--- config.mk ---
export PLATFORM = sky130hd
export DESIGN_NAME = iir_decim
export DESIGN_NICKNAME = d
export VERILOG_FILES = /design/src/rtl/iir_pkg.sv /design/src/rtl/iir_decim_fifo2.sv /design/src/rtl/iir_decim.sv
export SDC_FILE = /design/constraint.sdc
export NUM_CORES = 1
export LEC_CHECK = 0
export CORE_MARGIN = 1
export CORE_UTILIZATION = 64
export CTS_CLUSTER_SIZE = 8
export DETAILED_ROUTE_END_ITERATION = 10
export DONT_BUFFER_PORTS = 1
export HOLD_SLACK_MARGIN = 0.06
export PLACE_DENSITY_LB_ADDON = 0.25
export SYNTH_ARGS = -nofsm -noshare
export SYNTH_HDL_FRONTEND = slang
export SYNTH_HIERARCHICAL = 1
export SYNTH_SLANG_ARGS = --single-unit
--- constraint.sdc ---
create_clock -name clk -period 4.25 [get_ports clk]
set_clock_uncertainty 0.15 [all_clocks]
set_input_delay 0.85 -clock clk [delete_from_list [all_inputs] [get_ports clk]]
set_output_delay 0.85 -clock clk [all_outputs]
set_load 0.05 [all_outputs]
--- src/rtl/iir_pkg.sv ---
// Shared types and helpers for the IIR filter datapath.
//
// Contents:
//   SAMPLE_W, SAMPLE_MAX, SAMPLE_MIN : 16-bit signed sample range
//   WIDE_W                           : width of intermediate values passed to sat16
//   sample_t                         : signed 16-bit sample
//   res_t                            : registered result stage (valid + data)
//   sat16()                          : clip a wide signed value to sample_t, report clipping
package iir_pkg;

  localparam int unsigned SAMPLE_W   = 16;
  localparam int          SAMPLE_MAX = 32767;
  localparam int          SAMPLE_MIN = -32768;

  // Wide enough for the largest accumulator (16 + 6 bits) plus rounding headroom.
  localparam int unsigned WIDE_W = 32;

  typedef logic signed [SAMPLE_W-1:0] sample_t;

  typedef struct packed {
    logic    valid;
    sample_t data;
  } res_t;

  function automatic sample_t sat16(input logic signed [WIDE_W-1:0] value,
                                    output logic clipped);
    sample_t res;
    clipped = 1'b0;
    res     = sample_t'(value);
    if (value > SAMPLE_MAX) begin
      res     = sample_t'(SAMPLE_MAX);
      clipped = 1'b1;
    end else if (value < SAMPLE_MIN) begin
      res     = sample_t'(SAMPLE_MIN);
      clipped = 1'b1;
    end
    return res;
  endfunction

endpackage

--- src/rtl/iir_decim_fifo2.sv ---
// Two-entry valid/ready output buffer for the decimator.
//
// The head entry is a register driven straight to the consumer, so there is no
// combinational path from pop_ready to head_valid/head_data. A push while full is
// ignored unless a pop happens in the same cycle, in which case it is accepted.
//
// Ports:
//   clk, reset  : clock, synchronous active-high reset
//   push        : new result available this cycle
//   push_data   : result to store
//   pop_ready   : consumer accepts head this cycle
//   head_data   : oldest stored result (held stable until popped)
//   head_valid  : buffer is non-empty
//   full        : both entries occupied
module iir_decim_fifo2
  import iir_pkg::*;
(
  input  logic    clk,
  input  logic    reset,
  input  logic    push,
  input  sample_t push_data,
  input  logic    pop_ready,
  output sample_t head_data,
  output logic    head_valid,
  output logic    full
);

  logic [1:0] count_q, count_d;
  sample_t    head_q, head_d;
  sample_t    tail_q, tail_d;
  logic       pop;
  logic       push_ok;

  always_comb begin
    pop     = pop_ready & (count_q != 2'd0);
    push_ok = push & ((count_q != 2'd2) | pop);
    head_d  = head_q;
    tail_d  = tail_q;
    count_d = count_q;
    case ({push_ok, pop})
      2'b10: begin
        if (count_q == 2'd0) begin
          head_d  = push_data;
          count_d = 2'd1;
        end else begin
          tail_d  = push_data;
          count_d = 2'd2;
        end
      end
      2'b01: begin
        if (count_q == 2'd2) begin
          head_d = tail_q;
        end
        count_d = count_q - 2'd1;
      end
      2'b11: begin
        // Occupancy is unchanged; the entry behind the head moves up.
        if (count_q == 2'd1) begin
          head_d = push_data;
        end else begin
          head_d = tail_q;
          tail_d = push_data;
        end
      end
      default: ;
    endcase
  end

  always_ff @(posedge clk) begin
    if (reset) begin
      count_q <= 2'd0;
      head_q  <= '0;
      tail_q  <= '0;
    end else begin
      count_q <= count_d;
      head_q  <= head_d;
      tail_q  <= tail_d;
    end
  end

  assign head_data  = head_q;
  assign head_valid = (count_q != 2'd0);
  assign full       = (count_q == 2'd2);

endmodule

--- src/rtl/iir_decim.sv ---
// Integrate-and-dump decimator placed after the second-order IIR cascade.
//
// Sums DECIM enabled input samples, scales the sum by 2^-SHIFT with round-half-up,
// clips to 16 bits and hands the result to a 2-entry valid/ready buffer. Latency
// from the last contributing input edge to y_valid is 2 clocks with an empty buffer.
//
// Optional feature macro: IIR_DECIM_PEAK_EN adds peak_abs, the running maximum of
// |result| over results written into the buffer.
//
// Ports:
//   clk, reset : clock, synchronous active-high reset
//   x_en, x_in : input strobe and signed sample
//   y_data     : signed decimated result, valid when y_valid
//   y_valid    : buffer head holds data
//   y_ready    : consumer accepts head
//   sat_flag   : sticky, a result was clipped
//   ovr_flag   : sticky, a result was dropped because the buffer was full
//   clr_flags  : clears the sticky flags (a same-cycle set event wins)
//   peak_abs   : (IIR_DECIM_PEAK_EN only) running peak magnitude
module iir_decim
  import iir_pkg::*;
#(
  parameter int unsigned DECIM      = 4,
  parameter int unsigned LOG2_DECIM = 2,
  parameter int unsigned SHIFT      = 2
) (
  input  logic               clk,
  input  logic               reset,
  input  logic               x_en,
  input  logic signed [15:0] x_in,
  output logic signed [15:0] y_data,
  output logic               y_valid,
  input  logic               y_ready,
  output logic               sat_flag,
  output logic               ovr_flag,
  input  logic               clr_flags
`ifdef IIR_DECIM_PEAK_EN
  ,
  output logic        [15:0] peak_abs
`endif
);

  localparam int unsigned AccW      = SAMPLE_W + LOG2_DECIM;
  localparam int          RoundBias = (2 ** SHIFT) / 2;

  logic signed [AccW-1:0]       acc_q, acc_d;
  logic        [LOG2_DECIM-1:0] phase_q, phase_d;
  logic signed [AccW-1:0]       sum;
  logic                         dump;
  logic signed [WIDE_W-1:0]     sum_wide;
  logic signed [WIDE_W-1:0]     rounded;
  logic signed [WIDE_W-1:0]     scaled;
  sample_t                      res_data;
  logic                         clip;
  res_t                         res_q;
  logic                         sat_q, sat_d;
  logic                         ovr_q, ovr_d;
  logic                         fifo_full;
  logic                         pop;
  logic                         drop;

  // Accumulate / dump. The accumulator is wide enough for DECIM full-scale samples.
  always_comb begin
    sum     = acc_q + AccW'(x_in);
    dump    = x_en & (phase_q == LOG2_DECIM'(DECIM - 1));
    acc_d   = acc_q;
    phase_d = phase_q;
    if (x_en) begin
      if (dump) begin
        acc_d   = '0;
        phase_d = '0;
      end else begin
        acc_d   = sum;
        phase_d = phase_q + LOG2_DECIM'(1);
      end
    end
  end

  // Scale with round-half-up; RoundBias is zero when SHIFT is zero.
  always_comb begin
    sum_wide = WIDE_W'(sum);
    rounded  = sum_wide + RoundBias;
    scaled   = rounded >>> SHIFT;
    clip     = 1'b0;
    res_data = sat16(scaled, clip);
  end

  assign pop  = y_valid & y_ready;
  assign drop = res_q.valid & fifo_full & ~pop;

  // Set events take priority over a simultaneous clear.
  always_comb begin
    sat_d = (dump & clip) | (sat_q & ~clr_flags);
    ovr_d = drop | (ovr_q & ~clr_flags);
  end

  always_ff @(posedge clk) begin
    if (reset) begin
      acc_q   <= '0;
      phase_q <= '0;
      res_q   <= '0;
      sat_q   <= 1'b0;
      ovr_q   <= 1'b0;
    end else begin
      acc_q       <= acc_d;
      phase_q     <= phase_d;
      res_q.valid <= dump;
      res_q.data  <= res_data;
      sat_q       <= sat_d;
      ovr_q       <= ovr_d;
    end
  end

  iir_decim_fifo2 u_fifo (
    .clk        (clk),
    .reset      (reset),
    .push       (res_q.valid),
    .push_data  (res_q.data),
    .pop_ready  (y_ready),
    .head_data  (y_data),
    .head_valid (y_valid),
    .full       (fifo_full)
  );

  assign sat_flag = sat_q;
  assign ovr_flag = ovr_q;

`ifdef IIR_DECIM_PEAK_EN
  logic        wr_v_q;
  logic [15:0] wr_abs_q, wr_abs_d;
  logic [15:0] peak_q, peak_d;

  always_comb begin
    // |-32768| does not fit, so it reports as full-scale positive.
    if (res_q.data == sample_t'(SAMPLE_MIN)) begin
      wr_abs_d = 16'(SAMPLE_MAX);
    end else if (res_q.data < 0) begin
      wr_abs_d = -res_q.data;
    end else begin
      wr_abs_d = res_q.data;
    end
    peak_d = clr_flags ? '0 : peak_q;
    if (wr_v_q && (wr_abs_q > peak_d)) begin
      peak_d = wr_abs_q;
    end
  end

  always_ff @(posedge clk) begin
    if (reset) begin
      wr_v_q   <= 1'b0;
      wr_abs_q <= '0;
      peak_q   <= '0;
    end else begin
      wr_v_q   <= res_q.valid & ~drop;
      wr_abs_q <= wr_abs_d;
      peak_q   <= peak_d;
    end
  end

  assign peak_abs = peak_q;
`endif

endmodule

==> results by group <==
Outcome
  • Run status: finished with violations
  • Failing checks: DRC

Die
  • Full die area: between 7000 and 8000 µm²
  • I/O pin cnt: 40
  • Die height: roughly 85 µm
  • Starting Density: 0.675
  • Die X: ~85 µm
  • Core ar.: between 6000 and 7000 µm²
  • Rows: 29

Setup path
  • Worst Reg-to-Reg Cells: 12
  • Worst path required time: between 4 and 5 ns
  • Max FO, Critical Path: 7
  • CP Data Arrival Time: roughly 3.7 ns
  • Worst setup SP type: input pin
  • RR Startpoint: acc_q[0]
  • FF-to-FF setup slack: around 0.76 ns
  • Crit path kind: input pin to flop
  • Setup crit start: x_in[0]
  • CP Capture Type: flop
  • Worst r2r dst: res_q[2]
  • End point of the critical path: res_q[2]

Routing
  • Vias per Instance: 6.40
  • Routed via count: ~3.7k
  • Drt pass-1 iters: 7
  • DRC viols: 6
  • Final WL: between 9000 and 10,000 µm
  • Drt wl/cell: around 16 µm
  • Number of DRC markers in iteration 0: roughly 130
  • Antenna-violating nets left: 0

Run
  • Max Cap Viol: 0

Logic synthesis
  • Commonest cells in the netlist: dfxtp_1 (73), a21oi_1 (68), nand3_1 (41), nor2_1 (41), o21ai_0 (36)
  • Synth Register Bits: between 70 and 80
  • Synthesized net count: 561
  • Post-synth ARST share: 0
  • Synth Instances: around 520
  • Cell variety after synth: slightly above 70
  • Yosys warns: 6
  • Leading cell types by total area after synthesis: dfxtp_1 (34%), a21oi_1 (7.8%), ha_1 (6.3%), nand3_1 (4.7%), o21ai_0 (4.1%)
  • Mapped Area: about 4400 µm²
  • Share of the synthesized area in the top cell type: 0.335
  • Most numerous cell in the Yosys netlist: dfxtp_1
  • Average size of a mapped cell: around 8.4 µm²
  • Primary FF master, synth: dfxtp_1
  • Number of synthesized flops with an enable pin: 0
  • Seq/Total Area, Yosys: 0.335
  • Cell taking the most area after synthesis: dfxtp_1

Finish
  • Non-Filler Instances: approximately 600
  • Area grow syn2layout: 3.90%
  • Fraction of layout cells with a size suffix above 1: 0.110
  • Design area: approximately 4500 µm²
  • Ant diodes: 0
  • Fin nets: 546
  • Core Util, Final: 0.701

Pwr
  • Pwr dens: between 400 and 500 nW/µm²
  • P_leak: 0.00165 µW
  • VDD IR-drop max: around 0.00026 V

CTS
  • Number of CTS-inserted buffers: 9
  • Hold Buf Count CTS: 0
  • CTS max path bufs: 2
  • Clock insertion delay at the later pin of the skew report: 0.35 ns
  • Sink Count: 73
  • Clock tree root driver cell: clkbuf_8
  • Post-CTS Resized: 0
  • Clock transition at the registers of the reported paths: approximately 0.080 ns
  • Setup bufs post-CTS: 0
  • TritonCTS clock tree: built
  • H-Tree Depth: 3

GRT
  • Largest net degree at the start of global routing: 65
  • GRT Overall Usage: 0.281
  • Initial antenna violation count: 0
  • Grt total ovfl: 0
  • First-pass GRT wire length: about 16,000 µm
  • Vias in the first global route: 3,648

STA
  • Setup TNS: 0 ns
  • Fin. max-slew vios: 0
  • Slew HR: 0.246
  • Final Critical Period: between 3 and 4 ns
  • RSZ-0062 raised after global routing: false
  • # setup viols final: 0
  • Final setup margin: ~0.61 ns
  • FMAX: 0.275 GHz
  • Worst-margin pin slew: 1.13 ns
  • Crit share post-route: 0.856
  • Fin. Hold Viols: 0

Place
  • IO Port Bufs: 0
  • Gpl congestion: 0.909
  • Placed cell count: about 570
  • Cell Area, Placed: roughly 4300 µm²
  • HPWL after DPL: approximately 6600 µm
  • Post-Place Setup Slack: 0.286 ns

Worst hold path
  • Class of the worst hold path: flop to flop
## cell usage in the layout, fill, tap and decap left out, types with 3 or more instances in the layout
cell / synthesis / final
a21o_1: 7 / 7
a21oi_1: 68 / 68
a311oi_1: 6 / 6
a311oi_2: 10 / 10
and2_1: 5 / 5
and3_1: 4 / 4
buf_4: 4 / 5
clkbuf_8: 1 / 10
clkinvlp_4: 0 / 3
dfxtp_1: 73 / 73
ha_1: 22 / 22
inv_1: 10 / 10
mux2i_1: 7 / 7
nand2_1: 26 / 26
nand2b_1: 7 / 7
nand3_1: 41 / 41
nand4_1: 3 / 3
nor2_1: 41 / 41
nor2b_1: 18 / 18
nor3_1: 10 / 10
nor4_1: 3 / 3
o21ai_0: 36 / 36
o21ai_1: 9 / 9
xnor2_1: 17 / 17
xor2_1: 11 / 11
## registers in the layout (all words and copies together), names as in the netlist
name / flops
res_q: 17
ovr_flag: 1
acc_q: 18
u_fifo/count_q: 2
sat_flag: 1
u_fifo/head_data: 16
phase_q: 2
u_fifo/tail_q: 16
## layout make-up
class                   count  area, µm²
repair buffers              5       37.5
inverters                  10       37.5
clock buffers              10        138
fillers                   548       1930
clock inverters             6       66.3
flip-flops and latches     73       1460
multi-input cells         403       2690
well taps                  77       96.3
## stage by stage
| stage | total power (µW) | hold slack [ns] |
|---|---|---|
| finish | 2100 | 0.317 |
| global route | 2220 | 0.325 |
| CTS | 2100 | 0.315 |
| detailed placement | 1540 | 0.304 |
| global placement | 1530 | 0.302 |
| floorplan | 1430 | 0.290 |
## routing by layer
metal  vias up  global-route usage  wire length (µm)
li1       1846                   -                 -
met1      1710               0.332              3890
met2       154               0.496              4600
met3        25              0.0590               637
met4         0               0.112               233
met5         -                   0                 0
## kinds of logic after synthesis
| group | synth area share |
|---|---|
| flops | 0.335 |
| mux | 0.0244 |
| compound gates | 0.244 |
| simple gates | 0.225 |
| buf+inv | 0.0471 |
| xor+xnor | 0.0562 |
| fa+ha+maj | 0.0677 |
## critical path, stage by stage
cell	delay, ns
ha_1	0.14
inv_1	0.05
fa_1	0.38
nand2b_1	0.18
a211o_1	0.31
a21oi_1	0.30
nor3_1	0.09
o31ai_1	0.25
xor2_1	0.32
nor4b_4	0.41
a41o_2	0.33
o21ai_1	0.09
## power by group
part           internal (µW)  switching (µW)
Clock                    288             271
Combinational            271             388
Sequential               766             114
Total                   1330             773
## worst min-delay path by stage
stage                              to      start  slack, ns  depth (start not counted)
CTS                  u_fifo/tail_q[5]   res_q[5]       0.32                          2
global route         u_fifo/tail_q[5]   res_q[5]       0.32                          2
detailed placement   u_fifo/tail_q[9]   res_q[9]       0.30                          2
floorplan            u_fifo/tail_q[0]   res_q[0]       0.29                          2
global placement    u_fifo/tail_q[15]  res_q[15]       0.30                          2
finish               u_fifo/tail_q[5]   res_q[5]       0.32                          2
Power figures use the tool's default switching activity.
